[src/rtl/rcon_lfsr_gen_pkg.sv]
// Shared types and LFSR arithmetic for the round-constant generator.
// Values are carried in a fixed MAXW-bit word and masked to the active width w,
// so one set of functions serves every instance width.
package rcon_pkg;

  localparam int unsigned MAXW = 32;

  typedef logic [MAXW-1:0] lfsr_word_t;

  typedef enum logic {
    IDLE = 1'b0,
    RUN  = 1'b1
  } state_e;

  // Low w bits set.
  function automatic lfsr_word_t width_mask(input int unsigned w);
    lfsr_word_t m;
    if (w >= MAXW) m = '1;
    else           m = (lfsr_word_t'(1) << w) - lfsr_word_t'(1);
    return m;
  endfunction

  // Multiply by x modulo (x^w + poly).
  function automatic lfsr_word_t lfsr_fwd(input lfsr_word_t c, input lfsr_word_t poly,
                                          input int unsigned w);
    lfsr_word_t msk;
    lfsr_word_t top;
    lfsr_word_t r;
    msk = width_mask(w);
    top = lfsr_word_t'(1) << (w - 1);
    r   = (c << 1) & msk;
    if ((c & top) != '0) r = r ^ (poly & msk);
    return r;
  endfunction

  // Divide by x modulo (x^w + poly); relies on poly[0] = 1 to be the exact inverse.
  function automatic lfsr_word_t lfsr_inv(input lfsr_word_t c, input lfsr_word_t poly,
                                          input int unsigned w);
    lfsr_word_t msk;
    lfsr_word_t top;
    lfsr_word_t cm;
    lfsr_word_t r;
    msk = width_mask(w);
    top = lfsr_word_t'(1) << (w - 1);
    cm  = c & msk;
    if (cm[0]) r = ((cm ^ (poly & msk)) >> 1) | top;
    else       r = cm >> 1;
    return r;
  endfunction

  // seed * x^n, evaluated at elaboration to find the last constant of a run.
  function automatic lfsr_word_t lfsr_jump(input lfsr_word_t seed, input lfsr_word_t poly,
                                           input int unsigned w, input int unsigned n);
    lfsr_word_t r;
    r = seed;
    for (int unsigned k = 0; k < n; k++) r = lfsr_fwd(r, poly, w);
    return r;
  endfunction

endpackage

[src/rtl/rcon_lfsr_gen_if.sv]
// Control and constant-stream bundle between the generator and its consumer.
interface rcon_lfsr_gen_if #(
  parameter int unsigned W     = 7,
  parameter int unsigned LANES = 4
) ();

  logic                 start;
  logic                 dir;
  logic [LANES*W-1:0]   rc;
  logic                 rc_valid;
  logic                 rc_ready;
  logic                 rc_last;
  logic                 busy;
  logic                 done;

  // Generator side.
  modport master (
    input  start, dir, rc_ready,
    output rc, rc_valid, rc_last, busy, done
  );

  // Consumer / controller side.
  modport slave (
    output start, dir, rc_ready,
    input  rc, rc_valid, rc_last, busy, done
  );

endinterface

[src/rtl/rcon_lfsr_gen_step.sv]
// One combinational LFSR step in either direction; chained to build the lanes.
module rcon_step
  import rcon_pkg::*;
#(
  parameter int unsigned  W    = 7,
  parameter logic [W-1:0] POLY = 'h03
) (
  input  logic [W-1:0] c_i,
  input  logic         dir_i,
  output logic [W-1:0] nxt_o
);

  lfsr_word_t fwd_w;
  lfsr_word_t inv_w;

  // Evaluate both directions and pick the latched one.
  always_comb begin
    fwd_w = lfsr_fwd(lfsr_word_t'(c_i), lfsr_word_t'(POLY), W);
    inv_w = lfsr_inv(lfsr_word_t'(c_i), lfsr_word_t'(POLY), W);
    nxt_o = dir_i ? W'(inv_w) : W'(fwd_w);
  end

endmodule

[src/rtl/rcon_lfsr_gen.sv]
// Round-constant generator: LANES constants per beat from a W-bit Galois LFSR,
// NCONST constants per run, forward or reversed, over a valid/ready stream.
module rcon_lfsr_gen
  import rcon_pkg::*;
#(
  parameter int unsigned  W      = 7,
  parameter logic [W-1:0] POLY   = 'h03,
  parameter logic [W-1:0] SEED   = 'h01,
  parameter int unsigned  LANES  = 4,
  parameter int unsigned  NCONST = 40
) (
  input logic              clk,
  input logic              rst,
  rcon_lfsr_gen_if.master  bus
);

  localparam int unsigned  NBEATS   = NCONST / LANES;
  localparam int unsigned  CW       = (NBEATS > 1) ? $clog2(NBEATS) : 1;
  localparam logic [CW-1:0] LAST_CNT = CW'(NBEATS - 1);
  // Value of constant index NCONST-1: starting point of an inverse run.
  localparam logic [W-1:0] END_C    =
    W'(lfsr_jump(lfsr_word_t'(SEED), lfsr_word_t'(POLY), W, NCONST - 1));

  // Reject parameter sets that would give a non-invertible or ragged sequence.
  if (W < 2 || W > MAXW) begin : g_bad_w
    $fatal(1, "rcon_lfsr_gen: W out of range");
  end
  if (!POLY[0]) begin : g_bad_poly
    $fatal(1, "rcon_lfsr_gen: POLY[0] must be 1");
  end
  if (SEED == '0) begin : g_bad_seed
    $fatal(1, "rcon_lfsr_gen: SEED must be nonzero");
  end
  if (LANES < 1 || NCONST < 1 || (NCONST % LANES) != 0) begin : g_bad_lanes
    $fatal(1, "rcon_lfsr_gen: NCONST must be a nonzero multiple of LANES");
  end

  state_e          state_q, state_d;
  logic [W-1:0]    s_q, s_d;
  logic [CW-1:0]   cnt_q, cnt_d;
  logic            dir_q, dir_d;
  logic            done_q, done_d;

  logic            busy;
  logic            fire;
  logic            last;
  logic [W-1:0]    chain [0:LANES];
  logic [LANES*W-1:0] lanes_flat;

  // Lane j is j steps from s; the step after the last lane is the next s.
  assign chain[0] = s_q;

  genvar gi;
  generate
    for (gi = 0; gi < LANES; gi++) begin : g_lane
      rcon_step #(
        .W    (W),
        .POLY (POLY)
      ) u_step (
        .c_i   (chain[gi]),
        .dir_i (dir_q),
        .nxt_o (chain[gi+1])
      );
      assign lanes_flat[gi*W +: W] = chain[gi];
    end
  endgenerate

  assign busy         = (state_q == RUN);
  assign fire         = busy & bus.rc_ready;
  assign last         = busy & (cnt_q == LAST_CNT);

  assign bus.rc_valid = busy;
  assign bus.rc       = busy ? lanes_flat : '0;
  assign bus.rc_last  = last;
  assign bus.busy     = busy;
  assign bus.done     = done_q;

  // Next-state: accept start in IDLE, advance on each handshake, leave after the last beat.
  always_comb begin
    state_d = state_q;
    s_d     = s_q;
    cnt_d   = cnt_q;
    dir_d   = dir_q;
    done_d  = 1'b0;
    case (state_q)
      IDLE: begin
        if (bus.start) begin
          state_d = RUN;
          dir_d   = bus.dir;
          cnt_d   = '0;
          s_d     = bus.dir ? END_C : SEED;
        end
      end
      RUN: begin
        if (fire) begin
          s_d = chain[LANES];
          if (last) begin
            state_d = IDLE;
            cnt_d   = '0;
            done_d  = 1'b1;
          end else begin
            cnt_d = cnt_q + CW'(1);
          end
        end
      end
      default: state_d = IDLE;
    endcase
  end

  // State registers with synchronous reset.
  always_ff @(posedge clk) begin
    if (rst) begin
      state_q <= IDLE;
      s_q     <= SEED;
      cnt_q   <= '0;
      dir_q   <= 1'b0;
      done_q  <= 1'b0;
    end else begin
      state_q <= state_d;
      s_q     <= s_d;
      cnt_q   <= cnt_d;
      dir_q   <= dir_d;
      done_q  <= done_d;
    end
  end

endmodule

[src/flat_wrapper.sv]
// flat-port wrapper written by rule: the top's interface ports become plain ports
module rcon_lfsr_gen_flat import rcon_pkg::*;
#(
  parameter int unsigned  W      = 7,
  parameter logic [W-1:0] POLY   = 'h03,
  parameter logic [W-1:0] SEED   = 'h01,
  parameter int unsigned  LANES  = 4,
  parameter int unsigned  NCONST = 40
)
  (clk, rst, bus_start, bus_dir, bus_rc_ready, bus_rc, bus_rc_valid, bus_rc_last, bus_busy, bus_done);
  rcon_lfsr_gen_if #(.W(W), .LANES(LANES)) bus_i ();
  input logic clk;
  input logic rst;
  input wire logic [$bits(bus_i.start)-1:0] bus_start;
  input wire logic [$bits(bus_i.dir)-1:0] bus_dir;
  input wire logic [$bits(bus_i.rc_ready)-1:0] bus_rc_ready;
  output wire logic [$bits(bus_i.rc)-1:0] bus_rc;
  output wire logic [$bits(bus_i.rc_valid)-1:0] bus_rc_valid;
  output wire logic [$bits(bus_i.rc_last)-1:0] bus_rc_last;
  output wire logic [$bits(bus_i.busy)-1:0] bus_busy;
  output wire logic [$bits(bus_i.done)-1:0] bus_done;
  assign bus_i.start = bus_start;
  assign bus_i.dir = bus_dir;
  assign bus_i.rc_ready = bus_rc_ready;
  assign bus_rc = bus_i.rc;
  assign bus_rc_valid = bus_i.rc_valid;
  assign bus_rc_last = bus_i.rc_last;
  assign bus_busy = bus_i.busy;
  assign bus_done = bus_i.done;
  rcon_lfsr_gen #(.W(W), .POLY(POLY), .SEED(SEED), .LANES(LANES), .NCONST(NCONST)) u_core (.clk(clk), .rst(rst), .bus(bus_i));
endmodule
[config.mk]
export PLATFORM = sky130hd
export DESIGN_NAME = rcon_lfsr_gen_flat
export DESIGN_NICKNAME = d
export VERILOG_FILES = /design/src/rtl/rcon_lfsr_gen_pkg.sv /design/src/rtl/rcon_lfsr_gen_if.sv /design/src/rtl/rcon_lfsr_gen_step.sv /design/src/rtl/rcon_lfsr_gen.sv /design/src/flat_wrapper.sv
export SDC_FILE = /design/constraint.sdc
export NUM_CORES = 1
export LEC_CHECK = 0
export ABC_AREA = 1
export CAP_MARGIN = 20
export CORE_AREA = 2 2 60 62
export DETAILED_ROUTE_END_ITERATION = 16
export DIE_AREA = 0 0 62 64
export PLACE_DENSITY = 0.68
export SETUP_SLACK_MARGIN = 0.02
export SLEW_MARGIN = 25
export SYNTH_ARGS = -nofsm -noshare
export SYNTH_HDL_FRONTEND = slang
export SYNTH_HIERARCHICAL = 1
export SYNTH_SLANG_ARGS = --single-unit
export TNS_END_PERCENT = 50
[constraint.sdc]
create_clock -name clk -period 2.6 [get_ports clk]
set_input_delay 0.52 -clock clk [delete_from_list [all_inputs] [get_ports clk]]
set_output_delay 0.52 -clock clk [all_outputs]
set_load 0.02 [all_outputs]
Word level (Yosys, flattened, before mapping)
Index checks and enable logic that the tools add are counted.
Widths: inputs -> output; s select.

storage, ports and cells
  latch bits = 0
  bits of input ports = 5
  logic and storage cells = 50
  memories kept = 0
  memory bits (read-only) = 0
  bits in registers = 14
  RAM bits = 0

cells by class
  $add $sub $neg = 1
  reduce and logical (&&, ||, !) cells = 3
  shifts and indexed selects = 0
  multiplexer cells = 26
  eq/ne operators = 3
  order comparisons = 0
  div/mod/pow operators = 0
  bitwise logic cells = 12
  multipliers = 0

operators by type and width
  operator             count
  $mux 7               10
  $mux 28              1
  $not 2->2            8
  $pmux 7 s2           1
  $mux 4               3
  $mux 2               4
  $pmux 4 s2           1
  $mux 6               1
  $add 4x1->4 const B  1
  $eq 4x4->1 const B   1
  $mux 1               4
  $ne 2x2->1 const B   2
  $reduce_and 2->1     2
  $reduce_or 3->1      1
  $and 1x1->1          2
  $not 1->1            2
  $pmux 1 s2           1

Depth between registers and ports, before layout
  depth in word-level cells = 14
  gate-level depth with buffers = 19

Hierarchy
The synthesis kept the hierarchy.

by module, submodules not included
  module                                    cells each  sequential area each (µm²)  area each (µm²)  times used
  rcon_lfsr_gen                             141         280.3                       879.6            1
  rcon_step at u_core.g_lane[1].u_step ...  26          0.0                         103.8            3
  rcon_step at u_core.g_lane[0].u_step      26          0.0                         105.1            1

Least setup slack after synthesis
Ideal clock, no wire load.

  path type = register to output
  from = reg u_core.dir_q
  to = out bus_rc[23]
  required time = 2.080 ns
  arrival time = 1.947 ns
  slack = 0.133 ns
  stages on the path, launching flop included = 11
  cells stage by stage = dfxtp_1 > inv_2 > o21ai_1 > inv_1 > nand2_1 > nand3_1 > nand2_1 > inv_1 > o21ai_0 > nand2_1 > inv_1

RTL lines
  item                    line                  RTL
  start, declared         rcon_lfsr_gen.sv:41   logic dir_q, dir_d;
  start signal, assigned  rcon_lfsr_gen.sv:122  dir_q <= dir_d;
  end, declared           flat_wrapper.sv:17    output wire logic [$bits(bus_i.rc)-1:0] bus_rc;

==> metrics.cfg <==
[status]
status=finished, final reports clean

[finish]
final_nets=301
final_area_um2=1830
num_antenna_cells=0
post-route-util=0.556
area.growth.synth_to_final_pct=40.8
drive_above_1_share=0.143

[clock_tree]
cts.sinks=14
clock_path_buffers=2
h-tree-depth=1
cts_tree=done
clkSlewWorstSetupHoldPaths_ns=0.08
clk_latency_ns=0.27
cts-root-buf=clkbuf_4
numCtsBuffers=3

[synth]
ys_seq_area_frac=0.216
synth-edff-count=0
netlist_top_cells_area=nand2_1 32%, dfxtp_1 22%, inv_1 14%, nand3_1 5.8%, o21ai_1 3.5%
async_flop_share=0
avgSynthCellArea_um2=5.29
yosys.area.top_type=nand2_1
synth_nets=252
synth-main-ff-cell=dfxtp_1
synth_warnings=6
yosys_register_bits=14
synth_commonest_cells=111 x nand2_1, 48 x inv_1, 15 x nand3_1
synth_top_area_frac=0.321
yosysMostFrequentCell=nand2_1
synth_cells=245
ys_types=24
netlist_area_um2=1300

[grt]
grt_usage=0.170
grt_pass1_vias=1302
grt_overflow=0
antenna_found_initial=0
grt_pass1_wl_mm=5.33
grt_start_max_net_pins=29

[placed_design]
place_congestion=0.853
place_hpwl_mm=2.56
portBuffers=36
post-place-ws_ns=0.0143
postPlaceCellArea_um2=1790

[routing]
drc=0
viasPerCell=4.42
drtIter0Drc=60
vias=1497
antenna_left=0
dr.pass1.iters=4
routedWlPerCell_um=9.21
drt_wl_total_mm=3.12

[pwr]
power_density_nw_per_um2=426
vdd_ir_drop_max_mv=0.322
seqPwrFrac=0.317
clockPowerShare=0.198
sw_frac_of_total=0.397
p_int_mw=0.469
p_switching_mw=0.309
power_leakage_nw=1.14
comb_power_share=0.485
p_total_mw=0.777

[critical_path]
cpPeakStageDelay_ns=0.38
crit_slowest_cell=dfxtp_2
cp-start-kind=register
crit_fanout=12
critPathKind=register to primary output
crit_family=buffers and inverters
crit_chain=buf_4 -> nand2_1 -> o21ai_1 -> buf_4 -> nand2_1 -> nand2_1 -> nand2_1 -> nand2_1 -> nand2_1 -> inv_1 -> clkdlybuf4s15_1
arrival_ns=1.91
crit_buf_inv=4
critPathCaptureType=primary output
path_common_cell=nand2_1
cp.required_ns=2.08

[sta]
rsz0062_at_grt=no
setup_viol=0
finalWorstSetupSlack_ns=0.166
hold_viol=0
min_period_over_period=0.936
min_period_ns=2.43
max_freq_mhz=411
tns_ns=0
slew_viol_final=0
tightest_slew_ns=0.453
maxSlewHeadroom=0.698
fin_worst_skew_ns=0.00112

[floorplanning]
ios=37
initial_utilization=0.395
core_um2=3280
die_area_um2=3970
die_w_um=62
die_y_um=64
row_count=21

[worst_hold_path]
hold_class=register to register

[run]
maxCapViolCount=0

-- logic make-up (layout without fill, tap and decap cells) --
| kind of cell | count (synthesis) | in the layout | share of synthesized area |
|---|---|---|---|
| simple gates | 138 | 138 | 0.431 |
| buf+inv | 62 | 110 | 0.201 |
| compound gates | 28 | 28 | 0.125 |
| flops | 14 | 14 | 0.216 |
| fa+ha+maj | 2 | 2 | 0.0193 |
| xor+xnor | 1 | 1 | 0.00676 |
-- worst register-to-register path, delay by kind of cell, from the launching register on --
kind            cells  cell delay (ns)
simple gates       10             0.69
buf+inv             5             0.54
flops               1             0.38
compound gates      2             0.40
-- power by group through the flow --
stage / clock network, mW / registers (mW) / logic (mW)
floorplan: 0 / 0.252 / 0.233
global placement: 0 / 0.251 / 0.381
detailed placement: 0 / 0.250 / 0.380
CTS: 0.159 / 0.246 / 0.377
global route: 0.170 / 0.249 / 0.427
finish: 0.154 / 0.246 / 0.377
-- repair_timing --
action,in CTS,in global routing
endpoints found under the setup margin,13,11
cloned,0,0
setup buffers,0,0
hold buffers,0,0
gates resized for setup,17,21
-- metrics by stage --
stage,std cells,hold slack (ns)
after floorplan,245,0.466
after global placement,335,0.511
after detailed placement,335,0.517
after CTS,339,0.528
after global routing,339,0.546
final,339,0.523
-- path summary, 6_finish.rpt --
kind / startpoint / to / slack (ns) / depth (start not counted)
max: u_core/dir_q / bus_rc[25] / 0.17 / 11
min: u_core/s_q[1] / u_core/s_q[1] / 0.52 / 1
max reg2reg: u_core/dir_q / u_core/s_q[0] / 0.49 / 17
min reg2reg: u_core/s_q[1] / u_core/s_q[1] / 0.52 / 1
-- flip-flops by register name, indices dropped and copies added, names as in the netlist --
name / count
u_core/bus.done: 1
u_core/bus.busy: 1
u_core/s_q: 7
u_core/dir_q: 1
u_core/cnt_q: 4
-- cells in the final DEF, fill, tap and decap left out, types with 2 or more instances in the layout --
| cell | instances |
|---|---|
| dfxtp_1 | 11 |
| dfxtp_2 | 2 |
| clkbuf_4 | 3 |
| nand2_1 | 109 |
| nand3_1 | 15 |
| a21oi_1 | 7 |
| clkdlybuf4s15_1 | 2 |
| o21ai_2 | 2 |
| inv_2 | 7 |
| buf_4 | 14 |
| nor2_1 | 5 |
| o21ai_0 | 3 |
| o21ai_1 | 11 |
| buf_2 | 2 |
| ha_1 | 2 |
| nand2_2 | 4 |
| o211a_1 | 4 |
| dlygate4sd2_1 | 4 |
| clkdlybuf4s50_1 | 23 |
| inv_1 | 47 |
| dlymetal6s2s_1 | 3 |
| clkbuf_2 | 2 |
-- layout make-up --
class | instances | area (µm²)
Inverter | 55 | 209
Multi-Input combinational cell | 169 | 768
Tap cell | 46 | 57.6
Clock buffer | 4 | 36.3
Timing Repair Buffer | 51 | 468
Fill cell | 368 | 1460
Sequential cell | 14 | 287
-- per-layer routing --
metal	GRT usage	routed length (µm)
met5	0	0
met4	0.0532	31
met3	0.0121	105
met2	0.299	1490
met1	0.212	1490
No activity file was read; power rests on OpenSTA's default activity.
